## src/rtl/jtag_seq_pkg.sv

```systemverilog
// jtag_seq_pkg: shared FSM state type, scan length limit and per-state TMS values for the JTAG shift sequencer
// Macro JTAG_SEQ_TLR_EN adds the TLR state used for Test-Logic-Reset recovery.
package jtag_seq_pkg;

    localparam int MAX_LEN = 32;
    localparam int TLR_LEN = 6;

    // Each scan state names the TAP state the target occupies during that TCK period.
    // ERR is the two-cycle turnaround for an illegal length; it never toggles tck.
    typedef enum logic [3:0] {
        IDLE,
        RTI,
        SEL_DR,
        SEL_IR,
        CAPTURE,
        SHIFT,
        EXIT1,
        UPDATE,
`ifdef JTAG_SEQ_TLR_EN
        TLR,
`endif
        ERR
    } state_t;

    // TMS presented during a period steers the TAP at the rising tck of that period.
    localparam logic TMS_RTI        = 1'b1;
    localparam logic TMS_SEL_DR_DR  = 1'b0;
    localparam logic TMS_SEL_DR_IR  = 1'b1;
    localparam logic TMS_SEL_IR     = 1'b0;
    localparam logic TMS_CAPTURE    = 1'b0;
    localparam logic TMS_SHIFT      = 1'b0;
    localparam logic TMS_SHIFT_LAST = 1'b1;
    localparam logic TMS_EXIT1      = 1'b1;
    localparam logic TMS_UPDATE     = 1'b0;
    localparam logic TMS_IDLE       = 1'b0;
`ifdef JTAG_SEQ_TLR_EN
    localparam logic TMS_TLR        = 1'b1;
    localparam logic TMS_TLR_LAST   = 1'b0;
`endif

    function automatic logic tms_of(input state_t s, input logic ir, input logic last);
        case (s)
            RTI:     return TMS_RTI;
            SEL_DR:  return ir ? TMS_SEL_DR_IR : TMS_SEL_DR_DR;
            SEL_IR:  return TMS_SEL_IR;
            CAPTURE: return TMS_CAPTURE;
            SHIFT:   return last ? TMS_SHIFT_LAST : TMS_SHIFT;
            EXIT1:   return TMS_EXIT1;
            UPDATE:  return TMS_UPDATE;
`ifdef JTAG_SEQ_TLR_EN
            TLR:     return last ? TMS_TLR_LAST : TMS_TLR;
`endif
            default: return TMS_IDLE;
        endcase
    endfunction

endpackage

```

## src/rtl/jtag_tck_gen.sv

```systemverilog
// jtag_tck_gen: TCK divider, TCK_DIV clk cycles low then TCK_DIV high while run is set
// Ports: clk, rst (async, active high), run (enable), tck (registered test clock),
//        rise_stb / fall_stb (high in the cycle whose closing clk edge raises / lowers tck).
module jtag_tck_gen #(
    parameter int TCK_DIV = 2
) (
    input  logic clk,
    input  logic rst,
    input  logic run,
    output logic tck,
    output logic rise_stb,
    output logic fall_stb
);

    logic [7:0] cnt;
    logic       flip;

    assign flip     = run && cnt == 8'(TCK_DIV - 1);
    assign rise_stb = flip && !tck;
    assign fall_stb = flip && tck;

    always_ff @(posedge clk or posedge rst) begin
        if (rst) begin
            cnt <= '0;
            tck <= 1'b0;
        end else if (!run) begin
            cnt <= '0;
            tck <= 1'b0;
        end else if (flip) begin
            cnt <= '0;
            tck <= ~tck;
        end else begin
            cnt <= cnt + 8'd1;
        end
    end

endmodule

```

## src/rtl/jtag_shift_sequencer.sv

```systemverilog
// jtag_shift_sequencer: runs one IR or DR scan per command from Run-Test/Idle and returns captured TDO
// Ports: clk, rst (async, active high); cmd_valid/cmd_ready handshake with cmd_ir, cmd_len, cmd_data;
//        rsp_valid pulse with rsp_err, rsp_data; busy; JTAG pins tck, tms, tdi, tdo.
// Macro JTAG_SEQ_TLR_EN adds cmd_tlr: five TMS-high periods then one low, landing in Run-Test/Idle.
module jtag_shift_sequencer
    import jtag_seq_pkg::*;
#(
    parameter int TCK_DIV = 2
) (
    input  logic        clk,
    input  logic        rst,
    input  logic        cmd_valid,
    output logic        cmd_ready,
    input  logic        cmd_ir,
    input  logic [5:0]  cmd_len,
    input  logic [31:0] cmd_data,
`ifdef JTAG_SEQ_TLR_EN
    input  logic        cmd_tlr,
`endif
    output logic        rsp_valid,
    output logic        rsp_err,
    output logic [31:0] rsp_data,
    output logic        busy,
    output logic        tck,
    output logic        tms,
    output logic        tdi,
    input  logic        tdo
);

    state_t      state;
    logic        ir_r;
    logic [5:0]  len_r;
    logic [31:0] data_r;
    logic [31:0] cap;
    logic [5:0]  bit_cnt;
    logic        run;
    logic        rise_stb;
    logic        fall_stb;
    logic        done;
    logic        bad_len;

    assign busy    = ~cmd_ready;
    assign run     = state != IDLE && state != ERR;
    assign bad_len = cmd_len == 6'd0 || cmd_len > 6'(MAX_LEN);

    jtag_tck_gen #(.TCK_DIV(TCK_DIV)) u_tck (
        .clk      (clk),
        .rst      (rst),
        .run      (run),
        .tck      (tck),
        .rise_stb (rise_stb),
        .fall_stb (fall_stb)
    );

    // ERR finishes on its second cycle (bit_cnt doubles as the delay counter).
    always_comb begin
        done = (state == ERR && bit_cnt[0]) || (fall_stb && state == UPDATE);
`ifdef JTAG_SEQ_TLR_EN
        if (fall_stb && state == TLR && bit_cnt == 6'(TLR_LEN - 1)) done = 1'b1;
`endif
    end

    always_ff @(posedge clk or posedge rst) begin
        if (rst) begin
            state     <= IDLE;
            ir_r      <= 1'b0;
            len_r     <= '0;
            data_r    <= '0;
            cap       <= '0;
            bit_cnt   <= '0;
            cmd_ready <= 1'b1;
            rsp_valid <= 1'b0;
            rsp_err   <= 1'b0;
            rsp_data  <= '0;
            tms       <= 1'b0;
            tdi       <= 1'b0;
        end else begin
            rsp_valid <= 1'b0;
            if (cmd_valid && cmd_ready) begin
                ir_r      <= cmd_ir;
                len_r     <= cmd_len;
                data_r    <= cmd_data;
                cap       <= '0;
                bit_cnt   <= '0;
                cmd_ready <= 1'b0;
`ifdef JTAG_SEQ_TLR_EN
                if (cmd_tlr) begin
                    state <= TLR;
                    tms   <= tms_of(TLR, 1'b0, 1'b0);
                end else
`endif
                if (bad_len) begin
                    state <= ERR;
                end else begin
                    state <= RTI;
                    tms   <= tms_of(RTI, cmd_ir, 1'b0);
                end
            end else if (done) begin
                state     <= IDLE;
                cmd_ready <= 1'b1;
                rsp_valid <= 1'b1;
                rsp_err   <= state == ERR;
                rsp_data  <= cap;
                tms       <= 1'b0;
                tdi       <= 1'b0;
            end else if (state == ERR) begin
                bit_cnt <= 6'd1;
            end else begin
                if (rise_stb && state == SHIFT) cap[bit_cnt[4:0]] <= tdo;
                if (fall_stb) begin
                    case (state)
                        RTI: begin
                            state <= SEL_DR;
                            tms   <= tms_of(SEL_DR, ir_r, 1'b0);
                        end
                        SEL_DR: begin
                            state <= ir_r ? SEL_IR : CAPTURE;
                            tms   <= ir_r ? tms_of(SEL_IR, ir_r, 1'b0) : tms_of(CAPTURE, ir_r, 1'b0);
                        end
                        SEL_IR: begin
                            state <= CAPTURE;
                            tms   <= tms_of(CAPTURE, ir_r, 1'b0);
                        end
                        CAPTURE: begin
                            state   <= SHIFT;
                            bit_cnt <= '0;
                            tdi     <= data_r[0];
                            tms     <= tms_of(SHIFT, ir_r, len_r == 6'd1);
                        end
                        SHIFT: begin
                            if (bit_cnt == len_r - 6'd1) begin
                                state <= EXIT1;
                                tdi   <= 1'b0;
                                tms   <= tms_of(EXIT1, ir_r, 1'b0);
                            end else begin
                                bit_cnt <= bit_cnt + 6'd1;
                                tdi     <= data_r[bit_cnt[4:0] + 5'd1];
                                tms     <= tms_of(SHIFT, ir_r, bit_cnt + 6'd2 == len_r);
                            end
                        end
                        EXIT1: begin
                            state <= UPDATE;
                            tms   <= tms_of(UPDATE, ir_r, 1'b0);
                        end
`ifdef JTAG_SEQ_TLR_EN
                        TLR: begin
                            bit_cnt <= bit_cnt + 6'd1;
                            tms     <= tms_of(TLR, 1'b0, bit_cnt == 6'(TLR_LEN - 2));
                        end
`endif
                        default: state <= state;
                    endcase
                end
            end
        end
    end

endmodule

```

## config.mk

```make
export PLATFORM = sky130hd
export DESIGN_NAME = jtag_shift_sequencer
export DESIGN_NICKNAME = d
export VERILOG_FILES = /design/src/rtl/jtag_seq_pkg.sv /design/src/rtl/jtag_tck_gen.sv /design/src/rtl/jtag_shift_sequencer.sv
export SDC_FILE = /design/constraint.sdc
export NUM_CORES = 1
export LEC_CHECK = 0
export ABC_CLOCK_PERIOD_IN_PS = 2800
export BUFFER_PORTS_ARGS = -buffer_cell sky130_fd_sc_hd__buf_2
export CORE_UTILIZATION = 40
export DETAILED_ROUTE_END_ITERATION = 8
export GPL_TIMING_DRIVEN = 0
export PLACE_DENSITY = 0.67
export SETUP_SLACK_MARGIN = 0.4
export SYNTH_ARGS = -nofsm -noshare
export SYNTH_HDL_FRONTEND = slang
export SYNTH_HIERARCHICAL = 1
export SYNTH_SLANG_ARGS = --single-unit
```

## constraint.sdc

```tcl
create_clock -name clk -period 2.8 [get_ports clk]
set_input_delay 0 -clock clk [delete_from_list [all_inputs] [get_ports clk]]
set_output_delay 0 -clock clk [all_outputs]
set_load 0.005 [all_outputs]
```

==> Word level (Yosys, flattened, before mapping) <==
Cells that the tools add are included.
{ "classes": {"n_addsub": 5, "n_lt_le_gt_ge": 4, "n_eq_ne": 21, "mux": 46, "bitwise_logic": 3, "n_reduce_logical": 30} }
{ "ops": {"columns": ["operator", "count"], "rows": [
  ["2-to-1 mux 32 bit", 4],
  ["bitwise mux 32 bit", 1],
  ["2-to-1 mux 6 bit", 5],
  ["2-to-1 mux 4 bit", 6],
  ["case mux 4 bit (6 select lines)", 1],
  ["2-to-1 mux 1 bit", 21],
  ["== test 4 x 3 -> 1 bit, second input constant", 4],
  ["2-to-1 mux 8 bit", 2],
  ["AND reduction 4 bit", 4],
  ["== test 6 bit", 2],
  ["less-than comparator 5 x 6 -> 1 bit, second input constant", 2],
  ["case mux 6 bit (2 select lines)", 1],
  ["logical AND 1 bit", 9],
  ["nonzero test 3 bit", 3],
  ["adder 8 x 1 -> 8 bit, second input constant", 1],
  ["== test 4 x 2 -> 1 bit, second input constant", 2],
  ["== test 8 x 1 -> 1 bit, second input constant", 1],
  ["inequality test 2 bit, second input constant", 4],
  ["inequality test 4 bit, second input constant", 2],
  ["nonzero test 4 bit", 2],
  ["nonzero test 8 bit", 1],
  ["adder 6 x 1 -> 6 bit, second input constant", 1],
  ["adder 6 x 2 -> 6 bit, second input constant", 1],
  ["== test 6 x 1 -> 1 bit, second input constant", 1],
  ["other kinds (23)", 28]
]} }
{ "totals": {"register_bits": 127, "output_inout_bits": 39} }

==> Depth between registers and ports, before layout <==
Gate-level depths: netlist of run 1.
{ "depth": {"word_depth": 9, "depth_mapped": 12} }

==> Hierarchy <==
The synthesis of run 1 kept the hierarchy.
{ "modules_own_cells": {"columns": ["mod", "instances", "cells_each", "area_per_inst_um2"], "rows": [
  ["jtag_shift_sequencer", 1, 605, 5880.6],
  ["jtag_tck_gen", 1, 47, 446.7]
]} }

==> Least setup slack after synthesis of run 1 <==
Ideal clock, no wire load.
{ "synth_timing": {"path_type": "register to register", "start": "register u_tck.cnt[1]", "end": "register rsp_data[0]", "setup_time_ns": 0.125, "arrival_time_ns": 2.481, "setup_slack_ns": 0.194, "path_stages_with_launch": 12, "path_buffers": 3, "synth_period_minus_slack_ns": 2.606, "path_cell_list": "dfrtp_1 > inv_1 > ha_1 > or4b_4 > nor4_1 > nor2b_1 > clkbuf_4 > a21oi_4 > or2_1 > buf_6 > buf_12 > mux2_4"} }
{ "synth_via": {"elab_chain_len": 6} }
{ "synth_rtl": {"columns": ["element", "line", "source"], "rows": [
  ["start, declared", "jtag_tck_gen.sv:15", "logic [7:0] cnt;"],
  ["start signal, assigned", "jtag_tck_gen.sv:33", "cnt <= cnt + 8'd1;"],
  ["== test 8 x 1 -> 1 bit", "jtag_tck_gen.sv:18", "assign flip = run && cnt == 8'(TCK_DIV - 1);"],
  ["logical AND 1 bit", "jtag_tck_gen.sv:18", null],
  ["logical AND 1 bit", "jtag_tck_gen.sv:20", "assign fall_stb = flip && tck;"],
  ["via fall_stb", "jtag_shift_sequencer.sv:38", "logic fall_stb;"],
  ["logical AND 1 bit", "jtag_shift_sequencer.sv:57", "done = (state == ERR && bit_cnt[0]) || (fall_stb && state == UPDATE);"],
  ["logical OR 1 bit", "jtag_shift_sequencer.sv:57", null],
  ["AND reduction 2 bit (no source line)", null, null],
  ["end signal, assigned", "jtag_shift_sequencer.sv:103", "rsp_data <= cap;"],
  ["end, declared", "jtag_shift_sequencer.sv:22", "output logic [31:0] rsp_data,"]
]} }
The timed path passes the listed nets, and every way through them passes these cells.
A chain may end at the register's enable or synchronous reset.

==> Final worst setup path of run 1 <==
{ "layout_timing": {"start": "register u_tck.cnt[1]", "end": "register rsp_data[6]"} }
Same word-level chain as after synthesis.

==> results of run 1 <==
## cell usage after synthesis (2+ instances only)
master	number	share of area [%]
a211oi_1	4	0.47
a21o_1	2	0.24
a21oi_1	51	4.0
a22o_1	2	0.28
a31oi_1	3	0.30
a32o_1	3	0.47
and2_1	2	0.20
and3_1	7	0.69
buf_12	3	0.95
buf_2	12	0.95
buf_6	2	0.36
clkbuf_1	20	1.2
clkbuf_2	4	0.32
dfrtp_1	126	50
ha_1	9	1.8
inv_1	15	0.89
mux2_2	3	0.53
mux2_4	29	6.9
mux2i_1	3	0.47
mux4_2	8	2.8
nand2_1	190	11
nand2b_1	4	0.40
nand3_1	42	3.3
nand4_1	2	0.20
nor2_1	23	1.4
nor2b_1	3	0.30
nor3_1	10	0.79
nor4_1	5	0.49
o21a_1	2	0.24
o21ai_0	15	1.2
o31ai_1	2	0.24
or3_1	6	0.59
or4_1	2	0.24
xnor2_1	10	1.4
xor2_1	8	1.1
## report_power, final
group	leakage, nW	switching (mW)	total (mW)	internal [mW]
clock network	0.305	0.842	2.40	1.56
registers	1.69	0.308	2.65	2.34
logic	2.28	1.15	2.34	1.19
total	4.27	2.30	7.39	5.09
## cell type report
class                           count  area [um2]
Sequential cell                   127        3180
Inverter                           15        62.6
Buffer                             43         353
Fill cell                        1279        6270
Clock inverter                     12         181
Clock buffer                       20         467
Tap cell                          211         264
Multi-Input combinational cell    467        3240
Timing Repair Buffer              160        1300
## worst min path at each step
stage	to	cells after the start
2_1_floorplan	u_tck/cnt[0]	1
3_3_place_gp	u_tck/tck	2
3_5_place_dp	u_tck/tck	2
4_1_cts	u_tck/cnt[2]	3
5_1_grt	u_tck/cnt[2]	3
6_report	u_tck/cnt[2]	3
## logic make-up (layout without fill, tap and decap cells)
group                      Yosys count  in the layout
buffers and inverters               58            250
AOI/OAI and AO/OA                   93             93
DFF                                127            127
adders and majority gates            9              9
and+or+nand+nor                    304            304
muxes                               43             43
xor gates and xnor gates            18             18
## state kept, by name (all words and copies together) (netlist names)
signal	flops
bit_cnt	6
cap	32
cmd_ready	1
data_r	32
ir_r	1
len_r	6
rsp_data	32
rsp_err	1
rsp_valid	1
state	4
tdi	1
tms	1
u_tck/cnt	8
u_tck/tck	1
## critical path, delay by kind of cell (launching register included)
family,cells,cell delay [ns]
multiplexers,1,0.29
AND/OR/NAND/NOR,4,1.17
adder cells (fa/ha/maj),1,0.15
AO/OA/AOI/OAI,1,0.06
flip-flops,1,0.38
buffers and inverters,4,0.52
## per-stage QoR
| step | instance area, um2 | hold WS [ns] | total power, mW |
|---|---|---|---|
| 2_1_floorplan | 6340 | -0.172 | 4.09 |
| 3_3_place_gp | 7010 | 0.0146 | 4.67 |
| 3_5_place_dp | 7050 | 0.0197 | 4.73 |
| 4_1_cts | 8520 | 0.116 | 7.32 |
| 5_1_grt | 9050 | 0.153 | 7.81 |
| 6_report | 9050 | 0.112 | 7.39 |
## metal layers
metal	track usage (%)	vias to the layer above
met5	0	-
met4	7.96	0
met3	4.34	32
met2	35.2	171
met1	26.7	2602
li1	-	2583
## timing repair
| action | 4_1_cts | 5_1_grt |
|---|---|---|
| endpoints found under the setup margin | 73 | 82 |
| pin swaps | 13 | 48 |
| buffers inserted | 18 | 12 |
| hold buffers | 41 | 0 |
| resized for setup | 36 | 109 |
| cloned | 5 | 1 |
| endpoints found under the hold margin | 87 | 0 |
==> reports/qor.csv, run 1 <==
metric;value;unit
yosys.area_share.simple;21.1;%
ys_warn_count;6;
die_x;128;um
drc;0;
hold_viol;0;
p_per_area;817;mW/mm2
wl_met1;7.28;mm
vdd_drop_max;0.474;mV
design.die.area;0.0163;mm2
route.met3.wl;803;um
r2r_start;u_tck/cnt[1];
rows;45;
vias_per_cell;5.11;
ys_ff_latch;127;
layout_commonest_cell;nand2_1;
fin_util;59.1;%
required;3.11;ns
endpoint;rsp_data[6];
synth_mux_area_share;10.7;%
synth-compound-area-share;8.82;%
ys_seq_area_share;50.2;%
io_pins;82;
slowest_delay;0.49;ns
end_kind;flip-flop;
status;complete, no violations;
synthFlopType;dfrtp_1;
r2r_cells;11;
cp_slowest_cell;or4b_4;
finalCritPeriodShare;96.7;%
dpl_worst_slack;-0.0527;ns
synthDistinctLibCells;55;
gp_congestion;0.862;
grt_usage;21.0;%
ctsRootBufferMaster;clkbuf_16;
cts_buffer_depth;2;
routed_wl;17.0;mm
dp_cells;946;
core_area;0.0153;mm2
cp_cell_sequence;inv_1, ha_2, or4b_4, nor4_4, nor2b_1, buf_4, a21oi_4, or2_1, buf_8, clkbuf_16, mux2_4;
syn2layout_area_growth;43.0;%
arrival;3.02;ns
finalMaxSlewViolations;0;
dpl.hpwl;10.2;mm
yosys.area_share.adder;1.78;%
layout_common_cells;166 x nand2_1, 126 x dfrtp_1, 86 x buf_2;
stdcell_count;1055;
numPortBuffers;81;
h-tree-depth;4;
critPathMaxFanout;7;
tritoncts;done;
clk_latency;0.43;ns
layout.nets;883;
setup_tns;0;ns
antenna_left;0;
first_pass_iters;5;
clkSlewWorstSetupHoldPaths;0.06;ns
worst_pin_slew;1.33;ns
max_freq;0.369;GHz
grt_pass1_vias;5205;
finalCriticalPeriod;2.71;ns
initial_core_util;41.3;%
setup.worst_path.start_class;flip-flop;
drive_gt1_share;36.0;%
wl_per_cell;16.2;um
die_h;128;um
synth_fp_nets;704;
crit_start;u_tck/cnt[1];
grt_pass1_wl;26.4;mm
min_path_type;in -> async;
synth_cells;652;
route.met2.wl;8.60;mm
diodes;0;
vias;5388;
finalSetupViolCount;0;
async_flop_share;100;%
worst_slack;0.0921;ns
path_class;reg -> reg;
synth_top_family_by_area;simple AND/OR/NAND/NOR gates;
cts_buffers;17;
antenna_found_initial;0;
top_layer;met4;
maxCapViolCount;0;
ff2ff_setup_slack;0.09;ns
grt_remaining_overflow;0;
drt_iter0_markers;335;
relSlewSlack;11.4;%
power.leakage;4.27;nW
synth-xor-area-share;2.49;%
synth_edf_count;0;
grt_max_degree;42;
netlist_area;0.00633;mm2
syn_area_per_cell;9.70;um2
rsz0062_at_grt;true;
fin_worst_skew;0.00807;ns
worstReg2RegEnd;rsp_data[6];
cts.sinks;127;
Power figures use the tool's default switching activity.
==> inputs of run 2 (changes only) <==
Settings changed: GPL_TIMING_DRIVEN 0 to 1.
==> run 2 against run 1 <==
Non-clock buffer count decreased by 46. Sequential share of layout area increased by 3.6 points. Register-to-register slack improved by 0.26 ns. Setup slack improved by 0.26 ns. Cell area decreased by 9.3%. Clock skew about the same. Cell count decreased by 4.5%. Largest power group unchanged. First-iteration DRC count increased by 8.7%.
==> reports/qor.csv, run 2 (synthesis gave the netlist of run 1 again) <==
metric;value;unit;change
end_kind;flip-flop;;unchanged
vias_per_cell;5.09;;was 5.11
path_class;reg -> reg;;unchanged
cp_cell_sequence;inv_1, ha_1, or4b_4, nor4_4, nor2b_4, a21oi_4, or2_4, buf_12, mux2_4;;was inv_1, ha_2, or4b_4, nor4_4, nor2b_1, buf_4, a21oi_4, or2_1, buf_8, clkbuf_16, mux2_4
layout_common_cells;188 x nand2_1, 126 x dfrtp_1, 81 x buf_2;;was 166 x nand2_1, 126 x dfrtp_1, 86 x buf_2
layout_commonest_cell;nand2_1;;unchanged
ff2ff_setup_slack;0.35;ns;was 0.09 ns
finalMaxSlewViolations;0;;unchanged
status;complete, no violations;;unchanged
wl_per_cell;15.2;um;was 16.2 um
clk_latency;0.42;ns;was 0.43 ns
drc;0;;unchanged
worstReg2RegEnd;rsp_data[12];;was rsp_data[6]
power.leakage;3.99;nW;was 4.27 nW
core_area;0.0153;mm2;unchanged
cp_slowest_cell;or4b_4;;unchanged
clkSlewWorstSetupHoldPaths;0.05;ns;was 0.06 ns
syn2layout_area_growth;29.7;%;was 43.0%
dpl.hpwl;9.26;mm;was 10.2 mm
drive_gt1_share;26.9;%;was 36.0%
rows;45;;unchanged
initial_core_util;41.3;%;unchanged
path_depth;9;;was 11
cts.sinks;127;;unchanged
drt_iter0_markers;364;;was 335
finalCriticalPeriod;2.45;ns;was 2.71 ns
r2r_cells;9;;was 11
p_per_area;851;mW/mm2;was 817 mW/mm2
hp-start;tdo;;
seq_area;0.00318;mm2;unchanged
grt_pass1_wl;25.0;mm;was 26.4 mm
finalSetupViolCount;0;;unchanged
die_h;128;um;unchanged
cts_buffer_depth;2;;unchanged
hold_end;cap[22];;
finalCritPeriodShare;87.5;%;was 96.7%
ctsRootBufferMaster;clkbuf_16;;unchanged
grt_max_degree;119;;was 42
r2r_start;u_tck/cnt[1];;unchanged
vdd_drop_max;0.539;mV;was 0.474 mV
fin_worst_skew;0.00757;ns;was 0.00807 ns
grt_remaining_overflow;0;;unchanged
relSlewSlack;43.7;%;was 11.4%
placed_area;0.00703;mm2;was 0.00705 mm2
min_path_type;in -> reg;;was in -> async
final_area;0.00821;mm2;was 0.00905 mm2
vias;5129;;was 5388
critPathMaxFanout;17;;was 7
required;3.10;ns;was 3.11 ns
antenna_found_initial;0;;unchanged
die_x;128;um;unchanged
setup_tns;0;ns;unchanged
first_pass_iters;5;;unchanged
diodes;0;;unchanged
whs_path_depth;3;;
antenna_left;0;;unchanged
design.die.area;0.0163;mm2;unchanged
maxCapViolCount;0;;unchanged
max_freq;0.408;GHz;was 0.369 GHz
multi_input_area;0.00297;mm2;was 0.00324 mm2
reg_top3;cap: 32 flops, data_r: 32 flops, rsp_data: 32 flops;;unchanged
hold_viol;0;;unchanged
cts_buffers;17;;unchanged
worst_pin_slew;0.839;ns;was 1.33 ns
setup.worst_path.start_class;flip-flop;;unchanged
numPortBuffers;81;;unchanged
slowest_delay;0.48;ns;was 0.49 ns
crit_buf_inv;2;;was 4
layout.nets;837;;was 883
rsz0062_at_grt;true;;unchanged
io_pins;82;;unchanged
gp_congestion;0.844;;was 0.862
h-tree-depth;4;;unchanged
grt_usage;19.7;%;was 21.0%
arrival;2.75;ns;was 3.02 ns
cpLargestDelayFamily;simple AND/OR/NAND/NOR gates;;unchanged
grt_pass1_vias;4919;;was 5205
routed_wl;15.4;mm;was 17.0 mm
tritoncts;done;;unchanged
fill_cells;1399;;was 1279
==> run 2: changes by cell type in the layout (fill, tap and decap cells not counted), moves of 7 or more <==
cell,before,now
nand2_1,166,188
clkbuf_1,20,5
buf_8,10,0
nand2_2,21,2
nand3_1,25,41
buf_4,18,27
nand3_2,10,1
buf_6,15,3
nand3_4,7,0
a21oi_1,29,46
a21oi_2,23,6
==> run 2: cell type report <==
type / count / area share, %
multi-input cells: 467 / 36.1
well taps: 211 / 3.22
flip-flops and latches: 127 / 38.7
clock inverters: 5 / 0.960
inverters: 15 / 0.732
clock buffers: 26 / 6.08
repair buffers: 157 / 14.1
==> run 2: metal layers <==
metal  vias up  GRT usage [%]  wire length, um
li1       2480              -                -
met1      2483           25.7             6930
met2       142           32.0             7540
met3        24           5.05              646
met4         0           6.51              235
met5         -              0                0
==> run 2: repair_timing <==
action                                 in CTS  in global routing
hold buffers                               41                  0
setup buffers                               2                  1
gates cloned                                1                  2
setup endpoints to repair                  39                 72
endpoints found under the hold margin     167                  0
gates resized for setup                     7                 27
pin swaps                                   1                  8
==> run 2: tightest hold or removal path, delay by kind of cell <==
family,cells,cell delay (ns)
AOI/OAI and AO/OA,1,0.05
buffers and inverters,1,0.29
and+or+nand+nor,1,0.14
==> run 2: metrics by stage <==
stage / instances / power, mW / setup WS (ns) / hold WS (ns) / utilization [%]
floorplan: 652 / 4.09 / 0.230 / -0.172 / -
global placement: 930 / 4.64 / 0.207 / 0.0133 / 45.9
detailed placement: 930 / 4.69 / 0.181 / 0.0185 / 45.9
CTS: 1005 / 6.98 / 0.346 / 0.102 / 52.8
global route: 1008 / 7.43 / 0.238 / 0.122 / 53.6
finish: 1008 / 6.98 / 0.350 / 0.117 / 53.6
==> run 2: worst max-delay path by stage <==
stage / start / to / slack (ns)
2_1_floorplan: u_tck/cnt[1] / rsp_data[0] / 0.23
3_3_place_gp: u_tck/cnt[1] / rsp_data[20] / 0.21
3_5_place_dp: u_tck/cnt[1] / rsp_data[22] / 0.18
4_1_cts: u_tck/cnt[1] / rsp_data[16] / 0.35
5_1_grt: u_tck/cnt[1] / rsp_data[16] / 0.24
6_report: u_tck/cnt[1] / rsp_data[12] / 0.35
==> run 2: where the power goes <==
part | total, mW | switching (mW) | internal, mW
registers | 2.70 | 0.361 | 2.34
logic | 2.12 | 1.04 | 1.08
clock network | 2.16 | 0.762 | 1.40
total | 6.98 | 2.16 | 4.82
==> inputs of run 3 (changes only) <==
Settings changed: CORE_UTILIZATION 40 to 45, CTS_CLUSTER_DIAMETER from default to 80, PLACE_DENSITY 0.67 to 0.73.
==> run 3 against run 2 <==
Register-to-register slack lost 0.06 ns. Largest power group unchanged. Clock skew is 0.0011 ns lower. Non-clock buffer count unchanged. Largest cell class unchanged. Critical endpoint is now rsp_data[0]. Critical path type unchanged.
==> reports/qor.csv, run 3 (synthesis gave the netlist of run 1 again) <==
metric;value;unit;change
status;complete, no violations;;unchanged
die_h;121;um;was 128 um
cts_buffers;17;;unchanged
initial_core_util;47.0;%;was 41.3%
holdWs;0.121;ns;was 0.117 ns
grt_usage;22.4;%;was 19.7%
placed_area;0.00689;mm2;was 0.00703 mm2
finalSetupViolCount;0;;unchanged
reg_top3;cap: 32 flops, data_r: 32 flops, rsp_data: 32 flops;;unchanged
antenna_found_initial;0;;unchanged
numPortBuffers;81;;unchanged
intPower;4.73;mW;was 4.82 mW
vias;5260;;was 5129
cp_cell_sequence;inv_1, ha_1, or4b_4, nor4_4, nor2b_4, a21oi_4, or2_4, clkbuf_16, mux2_4;;was inv_1, ha_1, or4b_4, nor4_4, nor2b_4, a21oi_4, or2_4, buf_12, mux2_4
dp_cells;888;;was 930
fin_util;60.4;%;was 53.6%
first_pass_iters;6;;was 5
grt_remaining_overflow;0;;unchanged
h-tree-depth;4;;unchanged
max_freq;0.399;GHz;was 0.408 GHz
design.die.area;0.0145;mm2;was 0.0163 mm2
layout.nets;837;;unchanged
grt_pass1_vias;5348;;was 4919
final_area;0.00813;mm2;was 0.00821 mm2
end_kind;flip-flop;;unchanged
power.leakage;4.01;nW;was 3.99 nW
layout_commonest_cell;nand2_1;;unchanged
routed_wl;15.6;mm;was 15.4 mm
maxCapViolCount;0;;unchanged
drive_gt1_share;26.6;%;was 26.9%
ff2ff_setup_slack;0.29;ns;was 0.35 ns
cpLargestDelayFamily;simple AND/OR/NAND/NOR gates;;unchanged
vdd_drop_max;0.463;mV;was 0.539 mV
power_switching_share;31.4;%;was 30.9%
fill_cells;1073;;was 1399
arrival;2.80;ns;was 2.75 ns
io_pins;82;;unchanged
relSlewSlack;34.0;%;was 43.7%
finalMaxSlewViolations;0;;unchanged
fin_worst_skew;0.00644;ns;was 0.00757 ns
p_clk_share;29.9;%;was 30.9%
required;3.10;ns;about the same
power.switching;2.17;mW;was 2.16 mW
critPathMaxFanout;8;;was 17
path_class;reg -> reg;;unchanged
wl_per_cell;16.1;um;was 15.2 um
ctsRootBufferMaster;clkbuf_16;;unchanged
finalCriticalPeriod;2.51;ns;was 2.45 ns
grt_pass1_wl;25.4;mm;was 25.0 mm
combPwrFrac;30.9;%;was 30.4%
drc;0;;unchanged
p_per_area;849;mW/mm2;was 851 mW/mm2
min_path_type;in -> async;;was in -> reg
cp_slowest_cell;or4b_4;;unchanged
worst_pin_slew;0.988;ns;was 0.839 ns
antenna_left;0;;unchanged
syn2layout_area_growth;28.5;%;was 29.7%
vias_per_cell;5.41;;was 5.09
tritoncts;done;;unchanged
gp_congestion;0.909;;was 0.844
clk_latency;0.42;ns;about the same
seqPwrFrac;39.2;%;was 38.7%
finalCritPeriodShare;89.6;%;was 87.5%
r2r_cells;9;;unchanged
cts_buffer_depth;2;;unchanged
hold_viol;0;;unchanged
dpl.hpwl;9.52;mm;was 9.26 mm
diodes;0;;unchanged
rsz0062_at_grt;true;;unchanged
drt_iter0_markers;513;;was 364
clkSlewWorstSetupHoldPaths;0.05;ns;about the same
crit_buf_inv;2;;unchanged
slowest_delay;0.48;ns;about the same
path_depth;9;;unchanged
rows;42;;was 45
core_area;0.0135;mm2;was 0.0153 mm2
stdcell_count;973;;was 1008
cts.sinks;127;;unchanged
setup_tns;0;ns;unchanged
layout_common_cells;189 x nand2_1, 126 x dfrtp_1, 81 x buf_2;;was 188 x nand2_1, 126 x dfrtp_1, 81 x buf_2
die_x;121;um;was 128 um
setup.worst_path.start_class;flip-flop;;unchanged
grt_max_degree;53;;was 119
-- run 3: cell type report --
class / instances / area (um2) / share of cell area [%]
clock inverters: 7 / 60.1 / 0.739
well taps: 176 / 220 / 2.71
inverters: 15 / 60.1 / 0.739
repair buffers: 157 / 1180 / 14.5
multi-input cells: 467 / 2940 / 36.1
clock buffers: 24 / 492 / 6.05
flip-flops and latches: 127 / 3180 / 39.1
-- run 3: final timing paths --
check	to	from
setup / recovery	rsp_data[0]	u_tck/cnt[1]
hold / removal	u_tck/cnt[5]	rst
setup reg to reg	rsp_data[0]	u_tck/cnt[1]
hold reg to reg	data_r[8]	data_r[8]
max in group asynchronous	state[2]	rst
min in group clk	cap[13]	tdo
-- run 3: stage by stage --
stage | setup slack (ns) | power [mW]
final | 0.292 | 6.90
after global routing | 0.172 | 7.31
after CTS | 0.306 | 6.83
after detailed placement | 0.0724 | 4.66
after global placement | 0.163 | 4.56
after floorplan | 0.230 | 4.09
-- run 3: metal layers --
| metal | vias up | track usage [%] | share of wire (%) |
|---|---|---|---|
| met2 | 197 | 38.1 | 52 |
| met3 | 18 | 5.75 | 5.8 |
| met4 | 0 | 7.87 | 1.1 |
| met1 | 2576 | 27.4 | 41 |
| met5 | - | 0 | 0 |
| li1 | 2469 | - | - |
-- run 3: power groups by stage --
stage / combinational (mW) / clock, mW / sequential (mW)
final: 2.13 / 2.06 / 2.71
after global routing: 2.36 / 2.18 / 2.78
after CTS: 2.04 / 2.09 / 2.70
after detailed placement: 1.93 / 0 / 2.73
after global placement: 1.87 / 0 / 2.69
after floorplan: 1.47 / 0 / 2.62
-- run 3: what timing repair did --
action                                  in CTS  in global routing
hold buffers                                40                  0
setup buffers                                8                  2
pin swaps                                    6                  4
endpoints found under the setup margin      40                 74
hold endpoints to repair                    77                  0
gates resized for setup                      9                 18
gates cloned                                 1                  3
-- run 3: worst min-delay path, delay by kind of cell --
| family | cells | cell delay, ns |
|---|---|---|
| buffers and inverters | 3 | 0.94 |
